File: config.mk
export PLATFORM = sky130hd
export DESIGN_NAME = mem_access_unit
export DESIGN_NICKNAME = d
export VERILOG_FILES = /design/src/rtl/mem_access_unit.sv
export SDC_FILE = /design/constraint.sdc
export NUM_CORES = 1
export LEC_CHECK = 0
export CAP_MARGIN = 20
export CORE_MARGIN = 8
export CORE_UTILIZATION = 35
export DETAILED_ROUTE_END_ITERATION = 8
export GPL_TIMING_DRIVEN = 0
export PLACE_DENSITY_LB_ADDON = 0.15
export RECOVER_POWER = 25
export SYNTH_ARGS = -nofsm -noshare
export SYNTH_HDL_FRONTEND = slang
export SYNTH_SLANG_ARGS = --single-unit
File: constraint.sdc
create_clock -name clk -period 4.6 [get_ports clk]
set_input_delay 0.46 -clock clk [delete_from_list [all_inputs] [get_ports clk]]
set_output_delay 0.46 -clock clk [all_outputs]
set_load 0.005 [all_outputs]
File: src/rtl/mem_access_unit.sv
// MEM-stage memory access engine: one outstanding Wishbone-classic transfer per load/store,
// stalls upstream stages while in flight and returns aligned, sign-extended load data.
module mem_access_unit #(
    parameter int unsigned ADDR_WIDTH = 32,
    parameter int unsigned DATA_WIDTH = 32,
    parameter int unsigned TIMEOUT    = 255
) (
    input  logic                    clk,
    input  logic                    reset,
    input  logic                    MemRead,
    input  logic                    MemWrite,
    input  logic                    MemSize,
    input  logic [ADDR_WIDTH-1:0]   ALU_result,
    input  logic [DATA_WIDTH-1:0]   rs2_data,
    output logic                    wb_cyc_o,
    output logic                    wb_stb_o,
    output logic                    wb_we_o,
    output logic [ADDR_WIDTH-1:0]   wb_adr_o,
    output logic [DATA_WIDTH-1:0]   wb_dat_o,
    output logic [DATA_WIDTH/8-1:0] wb_sel_o,
    input  logic [DATA_WIDTH-1:0]   wb_dat_i,
    input  logic                    wb_ack_i,
    output logic                    mem_stall,
    output logic [DATA_WIDTH-1:0]   load_data,
    output logic                    load_valid,
    output logic                    bus_err,
    output logic                    misaligned
);

    localparam int unsigned NumLanes   = DATA_WIDTH / 8;
    localparam int unsigned OffW       = $clog2(NumLanes);
    localparam logic [7:0]  TimeoutCnt = 8'(TIMEOUT);

    localparam logic [1:0] StIdle = 2'd0;
    localparam logic [1:0] StBusy = 2'd1;
    localparam logic [1:0] StDone = 2'd2;

    logic [1:0]            state_q, state_d;
    logic                  cyc_q, cyc_d;
    logic                  we_q, we_d;
    logic [ADDR_WIDTH-1:0] adr_q, adr_d;
    logic [DATA_WIDTH-1:0] dat_q, dat_d;
    logic [NumLanes-1:0]   sel_q, sel_d;
    logic                  word_q, word_d;
    logic [OffW-1:0]       off_q, off_d;
    logic [7:0]            cnt_q, cnt_d;
    logic [DATA_WIDTH-1:0] load_data_q, load_data_d;
    logic                  load_valid_q, load_valid_d;
    logic                  bus_err_q, bus_err_d;
    logic                  misaligned_q, misaligned_d;

    logic                  req;
    logic [OffW-1:0]       req_off;
    logic [7:0]            rd_lane;
    logic [DATA_WIDTH-1:0] rd_aligned;

    assign req     = MemRead | MemWrite;
    assign req_off = ALU_result[OffW-1:0];

    // Byte loads pick the addressed lane and sign-extend it.
    assign rd_lane    = wb_dat_i[8*off_q +: 8];
    assign rd_aligned = word_q ? wb_dat_i : {{(DATA_WIDTH-8){rd_lane[7]}}, rd_lane};

    always_comb begin
        state_d      = state_q;
        cyc_d        = cyc_q;
        we_d         = we_q;
        adr_d        = adr_q;
        dat_d        = dat_q;
        sel_d        = sel_q;
        word_d       = word_q;
        off_d        = off_q;
        cnt_d        = cnt_q;
        load_data_d  = load_data_q;
        load_valid_d = 1'b0;
        bus_err_d    = 1'b0;
        misaligned_d = 1'b0;
        case (state_q)
            StIdle: begin
                if (req) begin
                    state_d      = StBusy;
                    cyc_d        = 1'b1;
                    we_d         = MemWrite;
                    adr_d        = {ALU_result[ADDR_WIDTH-1:OffW], OffW'(0)};
                    word_d       = MemSize;
                    off_d        = req_off;
                    sel_d        = MemSize ? '1 : (NumLanes'(1) << req_off);
                    dat_d        = MemSize ? rs2_data : {NumLanes{rs2_data[7:0]}};
                    cnt_d        = 8'd0;
                    misaligned_d = MemSize && (req_off != '0);
                end
            end
            StBusy: begin
                if (wb_ack_i) begin
                    state_d      = StDone;
                    cyc_d        = 1'b0;
                    load_valid_d = !we_q;
                    if (!we_q) begin
                        load_data_d = rd_aligned;
                    end
                end else begin
                    cnt_d = cnt_q + 8'd1;
                    if (cnt_d == TimeoutCnt) begin
                        state_d      = StDone;
                        cyc_d        = 1'b0;
                        bus_err_d    = 1'b1;
                        load_data_d  = '0;
                        load_valid_d = !we_q;
                    end
                end
            end
            StDone: begin
                // Request still visible here belongs to the instruction just completed.
                state_d = StIdle;
            end
            default: begin
                state_d = StIdle;
                cyc_d   = 1'b0;
            end
        endcase
    end

    always_ff @(posedge clk) begin
        if (!reset) begin
            state_q      <= StIdle;
            cyc_q        <= 1'b0;
            we_q         <= 1'b0;
            adr_q        <= '0;
            dat_q        <= '0;
            sel_q        <= '0;
            word_q       <= 1'b0;
            off_q        <= '0;
            cnt_q        <= 8'd0;
            load_data_q  <= '0;
            load_valid_q <= 1'b0;
            bus_err_q    <= 1'b0;
            misaligned_q <= 1'b0;
        end else begin
            state_q      <= state_d;
            cyc_q        <= cyc_d;
            we_q         <= we_d;
            adr_q        <= adr_d;
            dat_q        <= dat_d;
            sel_q        <= sel_d;
            word_q       <= word_d;
            off_q        <= off_d;
            cnt_q        <= cnt_d;
            load_data_q  <= load_data_d;
            load_valid_q <= load_valid_d;
            bus_err_q    <= bus_err_d;
            misaligned_q <= misaligned_d;
        end
    end

    assign wb_cyc_o   = cyc_q;
    assign wb_stb_o   = cyc_q;
    assign wb_we_o    = we_q;
    assign wb_adr_o   = adr_q;
    assign wb_dat_o   = dat_q;
    assign wb_sel_o   = sel_q;
    assign load_data  = load_data_q;
    assign load_valid = load_valid_q;
    assign bus_err    = bus_err_q;
    assign misaligned = misaligned_q;
    assign mem_stall  = ((state_q == StIdle) && req) || (state_q == StBusy);

endmodule

==> results of run 1 <==
report_power, final:
part	switching, uW	total (uW)	internal [uW]
Clock	433	1190	759
Sequential	55.4	1150	1100
Combinational	264	566	302
Total	753	2910	2160
cell type report:
class / instances / area (um2) / share of cell area
Buffer: 46 / 274 / 0.0350
Clock buffer: 24 / 512 / 0.0653
Clock inverter: 5 / 25.0 / 0.00319
Inverter: 37 / 139 / 0.0177
Multi-Input combinational cell: 396 / 2280 / 0.290
Sequential cell: 116 / 2320 / 0.296
Tap cell: 180 / 225 / 0.0287
Timing Repair Buffer: 206 / 2060 / 0.263
state kept, by name, indices dropped and copies added (netlist names):
signal	count
off_q	2
load_valid	1
wb_cyc_o	1
wb_we_o	1
misaligned	1
bus_err	1
cnt_q	8
wb_dat_o	32
load_data	32
wb_sel_o	4
wb_adr_o	30
word_q	1
state_q	2
cells by family after synthesis:
kind of cell             share of synthesized area
multiplexers                                0.0205
adder cells (fa/ha/maj)                    0.00500
other                                     0.000749
AND/OR/NAND/NOR                              0.190
AO/OA/AOI/OAI                                0.238
flip-flops                                   0.464
buffers and inverters                       0.0825
per-stage QoR:
stage	hold WS, ns	power [uW]	std cells	util
finish	0.450	2910	1010	0.562
global route	0.467	3050	1010	0.562
CTS	0.455	2950	1010	0.562
detailed placement	0.448	1760	981	0.524
global placement	0.442	1750	981	0.524
floorplan	0.448	1410	595	-
worst max path at each step:
stage / endpoint / slack [ns] / depth (start not counted)
after global placement: load_data[15] / 1.93 / 7
final: load_data[18] / 2.27 / 7
after global routing: load_data[19] / 1.99 / 7
after CTS: load_data[18] / 2.29 / 7
after floorplan: load_data[10] / 2.80 / 6
after detailed placement: load_data[15] / 1.86 / 7
worst max-delay path: stages:
cell             delay, ns
clkdlybuf4s50_1       0.63
inv_1                 0.13
clkbuf_1              0.28
a21oi_1               0.45
clkbuf_1              0.45
a221oi_1              0.14
o21ai_0               0.11
cells in the mapped netlist (6+ instances only):
master    count
a21oi_1      60
nor3_1       29
mux2i_1       8
nand2_1      98
o211ai_2      8
buf_2         6
nor2_1       56
nor2b_1      11
o21ai_2      11
a211oi_1     28
dfxtp_1     116
a221oi_1     24
inv_1        37
o221ai_1      7
clkbuf_1     25
o21ai_0      17
placed cells by master (no fill, tap or decap), drive strengths merged, types with 2 or more instances in the layout:
cell type	instances
conb	2
and2	2
o21ai	31
ha	2
o221ai	7
nor3	30
dlygate4sd3	54
buf	18
nand3b	2
a311oi	2
nand2b	3
nand4b	3
clkdlybuf4s50	152
a221oi	24
nor2b	11
nand3	2
dfxtp	116
a211oi	28
clkinv	5
nand2	98
clkbuf	52
and3	3
mux2i	8
o211ai	10
inv	37
o21a	2
nor4	2
a21oi	60
nor2	56
routing by layer:
| metal | up-vias | wire [um] | track usage |
|---|---|---|---|
| met3 | 17 | 1800 | 0.0961 |
| met4 | 0 | 258 | 0.0672 |
| met1 | 2425 | 6900 | 0.203 |
| met5 | - | 0 | 0 |
| li1 | 2521 | - | - |
| met2 | 168 | 8420 | 0.313 |
==> reports/metrics.cfg, run 1 <==
[status]
status = complete, no violations

[clock_network]
clkLatencyLatePin_ns = 0.41
postCtsSetupRepairBufs = 0
cts_tree = done
cts_resized = 0
hold_buffers = 0
clk_path_buf_depth = 2
cts_root_buffer = clkbuf_16
h-tree-depth = 4
cts.reportedPaths.clkPinSlew_ns = 0.05
cts-buffers-inserted = 17
cts.sinks = 116

[setup_path]
worstSetupStartpointType = input port
ff2ff_setup_slack_ns = 2.65
r2r-start = cnt_q[0]
r2r_cells = 7
cp.required_ns = 4.93
r2r-end = load_data[18]
cp_max_fo = 10
startpoint = reset
arrival_ns = 2.65
cp-end-kind = flip-flop
path_class = input port to flip-flop

[power]
peakVddDrop_mv = 0.239
p_leak_uw = 0.00301
p_per_area_nw_per_um2 = 371

[timing]
fin_crit_sh = 0.506
slew_headroom = 0.474
finClkSkew_ns = 0.00573
fin_tns_setup_ns = 0
finalHoldViolCount = 0
tightest_slew_ns = 0.785
fmax_ghz = 0.430
drv_slew = 0
fin_crit_ns = 2.33
setup-violations-final = 0
fin_ws_ns = 2.27
rsz0062_at_grt = false

[placement]
port-buffer-count = 206
dp_hpwl_um = 13600
gp_congestion = 0.837
dpl_worst_slack_ns = 1.86
dpl_cell_area_um2 = 7300

[worst_hold_path]
min_delay_worst_endpoint = wb_adr_o[29]
holdPathStages = 2
worstHoldStart = wb_adr_o[29]
min_path_type = flip-flop to flip-flop

[layout]
fill_cells = 1265
diodes = 0
fin_area_um2 = 7840
fin_nets = 924
area_growth_pct = 56.5
layout-drive-gt1-share = 0.0867

[grt]
grt_start_max_net_pins = 17
grt_pass1_wl_um = 27200
grt_pass1_vias = 5198
antenna_found_initial = 0
grtUsageTotal = 0.189
grt-ovfl-total = 0

[synthesis]
async_flop_share = 0
synthTopCellsByArea = dfxtp_1 46%, nand2_1 7.3%, a21oi_1 6.0%
yosysSeqAreaShare = 0.464
synth_ff_type = dfxtp_1
synthCells = 594
synth_area_per_cell_um2 = 8.43
yosysWarnings = 0
synth-seq-cells = 116
yosysUniqueCellTypes = 46
yosysTopAreaCellShare = 0.464
synth_edf_count = 0
syn-cell-area_um2 = 5010
yosys.area.top_type = dfxtp_1

[route]
first_pass_iters = 4
ant_nets = 0
drt_iter0_drc = 230
vias = 5131
drc = 0
viasPerCell = 5.08
wirelength_um = 17400
wire_per_inst_um = 17.2

[floorplan]
rows = 43
start_util = 0.359
die_w_um = 136
coreArea_um2 = 13900
ios = 209
die_h_um = 136
die_area_um2 = 18400

[flow_run]
maxCapViolCount = 0

Power figures use the tool's default switching activity.
==> inputs of run 2 (changes only) <==
==> constraint.sdc (replaced) <==
create_clock -name clk -period 2.2 [get_ports clk]
set_input_delay 0.22 -clock clk [delete_from_list [all_inputs] [get_ports clk]]
set_output_delay 0.22 -clock clk [all_outputs]
set_load 0.005 [all_outputs]
==> run 2 against run 1 <==
Net effect:
- combinational power grew 110%
- worst setup slack lost 2.0 ns
- design area about the same
- clock power increased by 110%
- sequential power increased by 110%
- critical path depth is the same
- via count shrank 0.19%
- utilization hardly changed
- sequential cell count unchanged
- global-route usage stayed put
- die area is the same
- worst hold slack got worse by 0.094 ns
- critical path type is now flip-flop to flip-flop
- highest routed layer unchanged
==> reports/metrics.cfg, run 2 (same netlist as run 1, synthesis figures left out) <==
[layout]
fin_nets = 924
area_growth_pct = 56.5
fill_cells = 1266
final_core_util = 0.562
fin_area_um2 = 7840
final_cell_mix = 151 x clkdlybuf4s50_1, 116 x dfxtp_1, 98 x nand2_1, 60 x a21oi_1, 56 x nor2_1
diodes = 0
layout-drive-gt1-share = 0.0892
final_common_cell = clkdlybuf4s50_1

[timing]
finClkSkew_ns = 0.00727
fin_crit_ns = 1.95
setup-violations-final = 0
slew_headroom = 0.470
fin_crit_sh = 0.888
fmax_ghz = 0.512
drv_slew = 0
finalHoldViolCount = 0
tightest_slew_ns = 0.791
rsz0062_at_grt = false
fin_tns_setup_ns = 0

[route]
wire_per_inst_um = 17.2
vias = 5121
viasPerCell = 5.07
first_pass_iters = 6
wirelength_um = 17400
drc = 0
drt_iter0_drc = 217
ant_nets = 0

[clock_network]
cts.reportedPaths.clkPinSlew_ns = 0.05
hold_buffers = 0
cts_root_buffer = clkbuf_16
h-tree-depth = 4
clk_path_buf_depth = 2
clkLatencyLatePin_ns = 0.41
cts.sinks = 116
cts_tree = done
cts-buffers-inserted = 17

[setup_path]
path_buf_inv = 1
arrival_ns = 2.24
slowest_stage = a211o_1
startpoint = cnt_q[0]
cp.required_ns = 2.48
crit_family = compound AO/OA/AOI/OAI gates
r2r-start = cnt_q[0]
cp-end-kind = flip-flop
cp_max_fo = 10
crit_chain = ha_1, nor2b_1, mux2i_1, a211o_1, o211ai_4, buf_6, o21ai_2
worstSetupStartpointType = flip-flop
max_stage_delay_ns = 0.36
r2r_cells = 7
ff2ff_setup_slack_ns = 0.25
endpoint = load_data[11]
r2r-end = load_data[11]
cp_num_cells = 7
path_class = flip-flop to flip-flop

[power]
peakVddDrop_mv = 0.503
p_leak_uw = 0.00302
p_sw_uw = 1580
p_per_area_nw_per_um2 = 777
combPwrFrac = 0.194
clock_power_share = 0.410
seqPwrFrac = 0.395
p_int_uw = 4510
p_sw_frac = 0.259

[grt]
grt-ovfl-total = 0
grtUsageTotal = 0.189
antenna_found_initial = 0
grt_pass1_wl_um = 27200
grt_pass1_vias = 5198
grt_start_max_net_pins = 17

[floorplan]
die_h_um = 136
start_util = 0.359
coreArea_um2 = 13900
rows = 43
die_w_um = 136
die_area_um2 = 18400
ios = 209

[placement]
port-buffer-count = 206
dp_hpwl_um = 13600
dpl_cell_area_um2 = 7300
gp_congestion = 0.837

[worst_hold_path]
min_path_type = input port to flip-flop

[flow_run]
maxCapViolCount = 0

[status]
status = complete, no violations

-- run 2: changes by cell type in the layout (fill, tap and decap cells not counted), sizes merged --
cell / previous run / this run
clkdlybuf4s50: 152 / 151
dlygate4sd3: 54 / 55
-- run 2: worst min-delay path by stage --
stage,from,end,cells past startpoint
final,ALU_result[31],wb_adr_o[31],3
after global routing,ALU_result[29],wb_adr_o[29],3
after CTS,ALU_result[31],wb_adr_o[31],3
after detailed placement,wb_adr_o[8],wb_adr_o[8],2
after global placement,wb_adr_o[17],wb_adr_o[17],2
after floorplan,reset,cnt_q[5],1
-- run 2: per-stage QoR --
stage	instances	hold slack, ns	power [uW]	setup WS (ns)
after detailed placement	981	0.448	3680	-0.296
after global placement	981	0.442	3650	-0.229
final	1010	0.355	6090	0.247
after global routing	1010	0.362	6370	0.119
after floorplan	595	0.338	2940	0.449
after CTS	1010	0.339	6180	0.125
-- run 2: metal layers --
layer  global-route usage  wire [um]
met3               0.0961       1850
met1                0.203       6870
met2                0.313       8390
met5                    0          0
met4               0.0672        280
-- run 2: repair_timing --
item                       in CTS  in global routing
setup endpoints to repair       0                 10
setup buffers                   0                  0
resized for setup               0                  4
-- run 2: layout make-up --
| class | count | area, um2 | area share |
|---|---|---|---|
| buffer | 46 | 277 | 0.0353 |
| clock buffer | 24 | 512 | 0.0653 |
| clock inverter | 5 | 25.0 | 0.00319 |
| inverter | 37 | 139 | 0.0177 |
| multi-input combinational | 396 | 2280 | 0.290 |
| sequential | 116 | 2320 | 0.296 |
| tap | 180 | 225 | 0.0287 |
| timing repair buffer | 206 | 2060 | 0.263 |
-- run 2: worst reg2reg max path: stages (launching register included) --
cell and delay (ns):
dfxtp_1 0.34, ha_1 0.29, nor2b_1 0.14, mux2i_1 0.08, a211o_1 0.36, o211ai_4 0.33
buf_6 0.22, o21ai_2 0.07
-- run 2: power groups by stage --
stage	sequential, uW	clock (uW)	combinational (uW)
after floorplan	2450	0	489
after global placement	2440	0	1210
after detailed placement	2450	0	1230
after CTS	2410	2530	1230
after global routing	2430	2640	1300
final	2410	2500	1180
